File: config.mk
export PLATFORM = sky130hd
export DESIGN_NAME = scan_sequencer
export DESIGN_NICKNAME = d
export VERILOG_FILES = /design/src/rtl/scan_sequencer.sv
export SDC_FILE = /design/constraint.sdc
export NUM_CORES = 1
export LEC_CHECK = 0
export BUFFER_PORTS_ARGS = -buffer_cell sky130_fd_sc_hd__buf_2
export CAP_MARGIN = 25
export CORE_ASPECT_RATIO = 0.8
export CORE_MARGIN = 2
export CORE_UTILIZATION = 58
export DETAILED_ROUTE_END_ITERATION = 10
export GPL_TIMING_DRIVEN = 0
export PLACE_DENSITY = 0.8
export REMOVE_ABC_BUFFERS = 1
export SLEW_MARGIN = 20
export SYNTH_ARGS = -nofsm -noshare
export SYNTH_HDL_FRONTEND = slang
export SYNTH_SLANG_ARGS = --single-unit
export TNS_END_PERCENT = 100
File: constraint.sdc
create_clock -name clk -period 2.71 [get_ports clk]
set_input_delay 0.542 -clock clk [delete_from_list [all_inputs] [get_ports clk]]
set_output_delay 0.542 -clock clk [all_outputs]
set_load 0.05 [all_outputs]
File: src/rtl/scan_sequencer.sv
// Round-robin channel scanner driving a 2-to-4 decoder select/enable pair.
// Each enabled channel dwells for a fixed count, optionally followed by a blank gap.
module scan_sequencer #(
    parameter int DWELL_W = 8,
    parameter int BLANK_W = 4
) (
    input  logic               clk,
    input  logic               rst_n,
    input  logic               start,
    input  logic               stop,
    input  logic [3:0]         chan_mask,
    input  logic [DWELL_W-1:0] dwell,
    input  logic [BLANK_W-1:0] blank,
    output logic [1:0]         sel,
    output logic               enable,
    output logic               busy,
    output logic               wrap
);

    typedef enum logic [1:0] {
        IDLE,
        ACTIVE,
        BLANK
    } state_t;

    state_t state, state_nx;

    logic [1:0]         sel_nx;
    logic               enable_nx;
    logic               busy_nx;
    logic               wrap_nx;
    logic [DWELL_W-1:0] dwell_cnt, dwell_cnt_nx;
    logic [BLANK_W-1:0] blank_cnt, blank_cnt_nx;
    logic [BLANK_W-1:0] blank_cap, blank_cap_nx;
    logic [DWELL_W-1:0] dwell_load;
    logic [1:0]         low_ch;
    logic [1:0]         next_ch;
    logic [1:0]         idx;

    // Counters hold cycles remaining after the current one.
    assign dwell_load = (dwell == '0) ? '0 : dwell - 1'b1;

    always_comb begin
        low_ch = 2'd0;
        for (int i = 3; i >= 0; i--) begin
            if (chan_mask[i]) low_ch = 2'(i);
        end
    end

    // Circular search above sel; k=4 lands on sel itself.
    always_comb begin
        next_ch = sel;
        idx     = sel;
        for (int k = 4; k >= 1; k--) begin
            idx = sel + 2'(k);
            if (chan_mask[idx]) next_ch = idx;
        end
    end

    always_ff @(posedge clk or negedge rst_n) begin
        if (!rst_n) begin
            state     <= IDLE;
            sel       <= 2'd0;
            enable    <= 1'b0;
            busy      <= 1'b0;
            wrap      <= 1'b0;
            dwell_cnt <= '0;
            blank_cnt <= '0;
            blank_cap <= '0;
        end else begin
            state     <= state_nx;
            sel       <= sel_nx;
            enable    <= enable_nx;
            busy      <= busy_nx;
            wrap      <= wrap_nx;
            dwell_cnt <= dwell_cnt_nx;
            blank_cnt <= blank_cnt_nx;
            blank_cap <= blank_cap_nx;
        end
    end

    always_comb begin
        state_nx     = state;
        sel_nx       = sel;
        enable_nx    = enable;
        busy_nx      = busy;
        wrap_nx      = 1'b0;
        dwell_cnt_nx = dwell_cnt;
        blank_cnt_nx = blank_cnt;
        blank_cap_nx = blank_cap;
        unique case (state)
            IDLE: begin
                enable_nx = 1'b0;
                busy_nx   = 1'b0;
                if (start && !stop && chan_mask != 4'd0) begin
                    state_nx     = ACTIVE;
                    sel_nx       = low_ch;
                    enable_nx    = 1'b1;
                    busy_nx      = 1'b1;
                    dwell_cnt_nx = dwell_load;
                    blank_cap_nx = blank;
                end
            end
            ACTIVE: begin
                if (stop || (dwell_cnt == '0 && chan_mask == 4'd0)) begin
                    state_nx     = IDLE;
                    enable_nx    = 1'b0;
                    busy_nx      = 1'b0;
                    dwell_cnt_nx = '0;
                    blank_cnt_nx = '0;
                end else if (dwell_cnt != '0) begin
                    dwell_cnt_nx = dwell_cnt - 1'b1;
                end else begin
                    sel_nx  = next_ch;
                    wrap_nx = (next_ch <= sel);
                    if (blank_cap == '0) begin
                        dwell_cnt_nx = dwell_load;
                        blank_cap_nx = blank;
                    end else begin
                        state_nx     = BLANK;
                        enable_nx    = 1'b0;
                        blank_cnt_nx = blank_cap - 1'b1;
                    end
                end
            end
            BLANK: begin
                if (stop) begin
                    state_nx     = IDLE;
                    enable_nx    = 1'b0;
                    busy_nx      = 1'b0;
                    dwell_cnt_nx = '0;
                    blank_cnt_nx = '0;
                end else if (blank_cnt != '0) begin
                    blank_cnt_nx = blank_cnt - 1'b1;
                end else begin
                    state_nx     = ACTIVE;
                    enable_nx    = 1'b1;
                    dwell_cnt_nx = dwell_load;
                    blank_cap_nx = blank;
                end
            end
            default: begin
                state_nx  = IDLE;
                enable_nx = 1'b0;
                busy_nx   = 1'b0;
            end
        endcase
    end

endmodule

---- Word-level counts from Yosys, hierarchy flattened ----
Index checks and enable logic that the tools add are counted.
cells by class
  add/subtract/negate cells ............... 7
  $mul .................................... 0
  div/mod/pow operators ................... 0
  order comparisons ....................... 4
  equal/unequal tests ..................... 15
  shift operators ......................... 0
  mux-type cells .......................... 58
  bitwise gates (word level) .............. 0
  reduce and logical (&&, ||, !) cells .... 23
operators with widths
  kind                   count
  $mux W8                7
  $mux W4                11
  $mux W2                16
  $pmux W8 S3            1
  $logic_not A8 Y1       2
  $ne A2 B2 Y1 const B   8
  $reduce_and A4 Y1      4
  $sub A8 B1 Y8 const B  2
  $mux W1                14
  $ne A3 B3 Y1 const B   4
  $pmux W4 S3            1
  $lt A2 B3 Y1 const B   3
  $logic_not A4 Y1       2
  $pmux W4 S2            1
  $reduce_bool A4 Y1     2
  $reduce_bool A8 Y1     1
  $sub A4 B1 Y4 const B  2
  $reduce_and A7 Y1      1
  $bmux W1 S2            3
  $pmux W1 S3            2
  $pmux W2 S3            1
  $add A2 B2 Y2 const B  2
  $ne A4 B4 Y1 const B   1
  $pmux W2 S2            1
  12 further kinds       15
storage, ports and cells
  bits in registers ....................... 23
  bits in latches ......................... 0
  memory bits (writable) .................. 0
  bits in read-only memories .............. 0
  output and inout bits ................... 5
  logic and storage cells ................. 115
  memories kept ........................... 0

---- Logic depth before layout (Yosys ltp) ----
  word-level depth ........................ 10
  depth in mapped cells ................... 8

---- Worst setup path after synthesis ----
OpenSTA, ideal clock, no wires.
  kind .................................... reg2reg
  from .................................... register dwell_cnt[0]
  to ...................................... register dwell_cnt[7]
  library setup time ...................... 0.120 ns
  data arrival time ....................... 1.892 ns
  data required time ...................... 2.590 ns
  setup slack ............................. 0.698 ns
  cell stages (with the launch flop) ...... 7
  period minus slack after synthesis ...... 2.012 ns
  cells stage by stage .................... dfrtp_1 -> inv_1 -> ha_1 -> nor3b_1 -> nand2_2 -> o311a_1 -> a31o_1
between the ends
  word-level cells in the longest chain between the ends .. 5
  elaborated cells between the ends (all ways) .. 10
  classes of those cells .................. 1 x add/sub; 1 x eq/ne; 3 x mux; 5 x reduce/logical
ends and longest elaborated chain
  item                                                   line  text
  from (decl)                                            32    logic [DWELL_W-1:0] dwell_cnt, dwell_cnt_nx;
  from (signal assigned)                                 76    dwell_cnt <= dwell_cnt_nx;
  branches (longest 5 deep; another with $sub A8 B1 Y8)  -
Several ways; the timed one is not identified.
A chain may end at the register's enable or synchronous reset.

---- Worst setup path after layout ----
Same ends and word-level chain as after synthesis.

==> results.json <==
{
  "setup_tns_ns": 0,
  "synth_area_leader_cell": "dfrtp_1",
  "worstSetupEndpointType": "register",
  "skew_ns": 0.00605,
  "final_common_cell": "buf_2",
  "power_density_mw_per_mm2": 1140,
  "maxCapViolCount": 0,
  "syn_to_final_growth_pct": 9.93,
  "cts_max_level": 1,
  "reg2reg_to": "dwell_cnt[7]",
  "p_leak_nw": 0.945,
  "die_y_um": 56.4,
  "hpwl_mm": 3.40,
  "grt_setup_unrepaired": "no",
  "finalWeightedCongestion": 0.853,
  "worstSetupPathType": "reg -> reg",
  "worst_pin_slew_ns": 0.809,
  "synth_area_per_cell_um2": 8.77,
  "cp-start-kind": "register",
  "clock_sinks": 23,
  "hold_viol_final": 0,
  "r2r_start": "dwell_cnt[0]",
  "hp-class": "in -> async",
  "drive_above_1_share_pct": 19.6,
  "status": "finished clean",
  "seq_area_frac_synth_pct": 28.9,
  "ant_nets": 0,
  "ys_warn_count": 0,
  "grt_pass1_wl_mm": 7.67,
  "cp_data_arrival_time_ns": 2.68,
  "root_buffer": "clkbuf_8",
  "vdd_drop_max_mv": 0.599,
  "drc_errors": 0,
  "overflow": 0,
  "fin_crit_sh_pct": 91.9,
  "synth_enable_flop_cells": 0,
  "first_pass_iters": 4,
  "cts_max_path_buffers": 2,
  "final_nets": 285,
  "ys_seq_elements": 23,
  "post_drt_wl_per_cell_um": 15.1,
  "die_area_mm2": 0.00392,
  "antenna_found_initial": 0,
  "synthFlopType": "dfrtp_1",
  "clk_latency_ns": 0.26,
  "synth_area_leaders": "dfrtp_1 (29%), ha_1 (8.8%), mux2_2 (5.1%)",
  "max_freq_mhz": 401,
  "cts_buffers": 3,
  "final-instance-count-excl-fill": 292,
  "dr.first_iter.drc_count": 136,
  "clk_pin_slew_ns": 0.08,
  "cts_resized": 0,
  "required_ns": 2.90,
  "syn_area_mm2": 0.00199,
  "syn_inst": 227,
  "cts_setup_buffers": 0,
  "slew_violations": 0,
  "num_rows": 19,
  "vias_per_cell": 6.13,
  "synth_top_cell_area_share_pct": 28.9,
  "ctsHoldBuffers": 0,
  "track_usage_pct": 24.0,
  "grt_max_degree": 24,
  "die_w_um": 69.5,
  "mostFrequentLayoutCells": "buf_2 (24), dfrtp_1 (23), inv_1 (21)",
  "yosysUniqueCellTypes": 53,
  "cts_tree": "yes",
  "start_util_pct": 59.4,
  "coreArea_mm2": 0.00335,
  "vias": 1789,
  "wl_mm": 4.40,
  "period_needed_ns": 2.49,
  "worst-path-max-fanout": 9,
  "r2r_slack_ns": 0.22,
  "maxSlewHeadroom_pct": 45.6,
  "port_buffers": 24,
  "dp.cells": 288,
  "grt_pass1_vias": 1615,
  "ioPinCount": 25,
  "reg2regPathDepth": 7,
  "synthArstFlopShare_pct": 100,
  "setup_viol": 0,
  "n_antenna_cell": 0
}
## cell families (layout without fill, tap and decap cells)
group	count (synthesis)	count (layout)	share of synthesized area (%)
fa+ha+maj	14	14	8.80
buf+inv	26	49	4.97
simple gates	74	74	22.6
xor+xnor	7	7	3.08
compound gates	72	72	25.5
mux	11	11	6.10
flops	23	23	28.9
## state kept, by name, indices dropped and copies added, names as in the netlist
name	cells
blank_cap	4
blank_cnt	4
busy	1
dwell_cnt	8
enable	1
sel	2
state	2
wrap	1
## final cells by class
cell class | instances | area, um2
fill | 295 | 1160
timing repair buffer | 24 | 120
multi-input combinational | 178 | 1320
clock buffer | 4 | 45.0
inverter | 21 | 78.8
tap | 42 | 52.6
sequential | 23 | 576
## power by group
group / internal [mW] / total, mW / switching [mW]
registers: 0.509 / 0.708 / 0.199
clock network: 0.105 / 0.208 / 0.103
logic: 0.677 / 1.59 / 0.909
total: 1.29 / 2.50 / 1.21
## cells in the mapped netlist, drive strengths merged (2+ instances only)
cell / instances
clkbuf: 4
ha: 14
or3: 3
a31o: 2
o2bb2ai: 2
a21oi: 17
o31ai: 4
xnor2: 7
mux2: 9
o21bai: 5
nand2b: 7
nor3: 11
dfrtp: 23
a22oi: 2
nor4: 3
nor3b: 4
nand2: 12
a211oi: 5
nor2: 18
nand3: 3
mux2i: 2
or4: 4
o21ai: 15
o32a: 2
inv: 21
a31oi: 5
nor2b: 3
o22ai: 2
## worst max path at each step
stage / cells after the start / to / slack [ns] / from
finish: 7 / dwell_cnt[7] / 0.22 / dwell_cnt[0]
global route: 7 / dwell_cnt[5] / 0.05 / dwell_cnt[0]
CTS: 7 / dwell_cnt[7] / 0.25 / dwell_cnt[0]
detailed placement: 7 / dwell_cnt[7] / 0.29 / dwell_cnt[0]
global placement: 7 / dwell_cnt[5] / 0.30 / dwell_cnt[0]
floorplan: 6 / dwell_cnt[7] / 0.70 / dwell_cnt[0]
## worst max-delay path, stage by stage, from the launching register on
cell and delay (ns):
dfrtp_1 0.44, inv_1 0.16, ha_1 0.21, nor3b_1 0.50
nand2_2 0.27, o311ai_4 0.54, and2_1 0.19, a31o_1 0.12
## per-stage QoR
step | total power, mW | util (%) | setup WS, ns | instance area, um2 | hold slack [ns]
final | 2.50 | 65.3 | 0.219 | 2190 | 0.237
after detailed placement | 2.28 | 63.9 | 0.289 | 2140 | 0.510
after floorplan | 1.93 | - | 0.698 | 1970 | 0.246
after CTS | 2.50 | 65.3 | 0.251 | 2190 | 0.260
after global routing | 2.72 | 65.3 | 0.0505 | 2190 | 0.283
after global placement | 2.24 | 63.9 | 0.304 | 2140 | 0.513
## routing by layer
layer | vias up | part of all wire, % | track usage [%]
met5 | - | 0 | 0
met4 | 0 | 0.32 | 3.64
met3 | 2 | 8.2 | 5.21
met2 | 69 | 42 | 34.1
met1 | 830 | 50 | 37.8
li1 | 888 | - | -
Power figures use the tool's default switching activity.
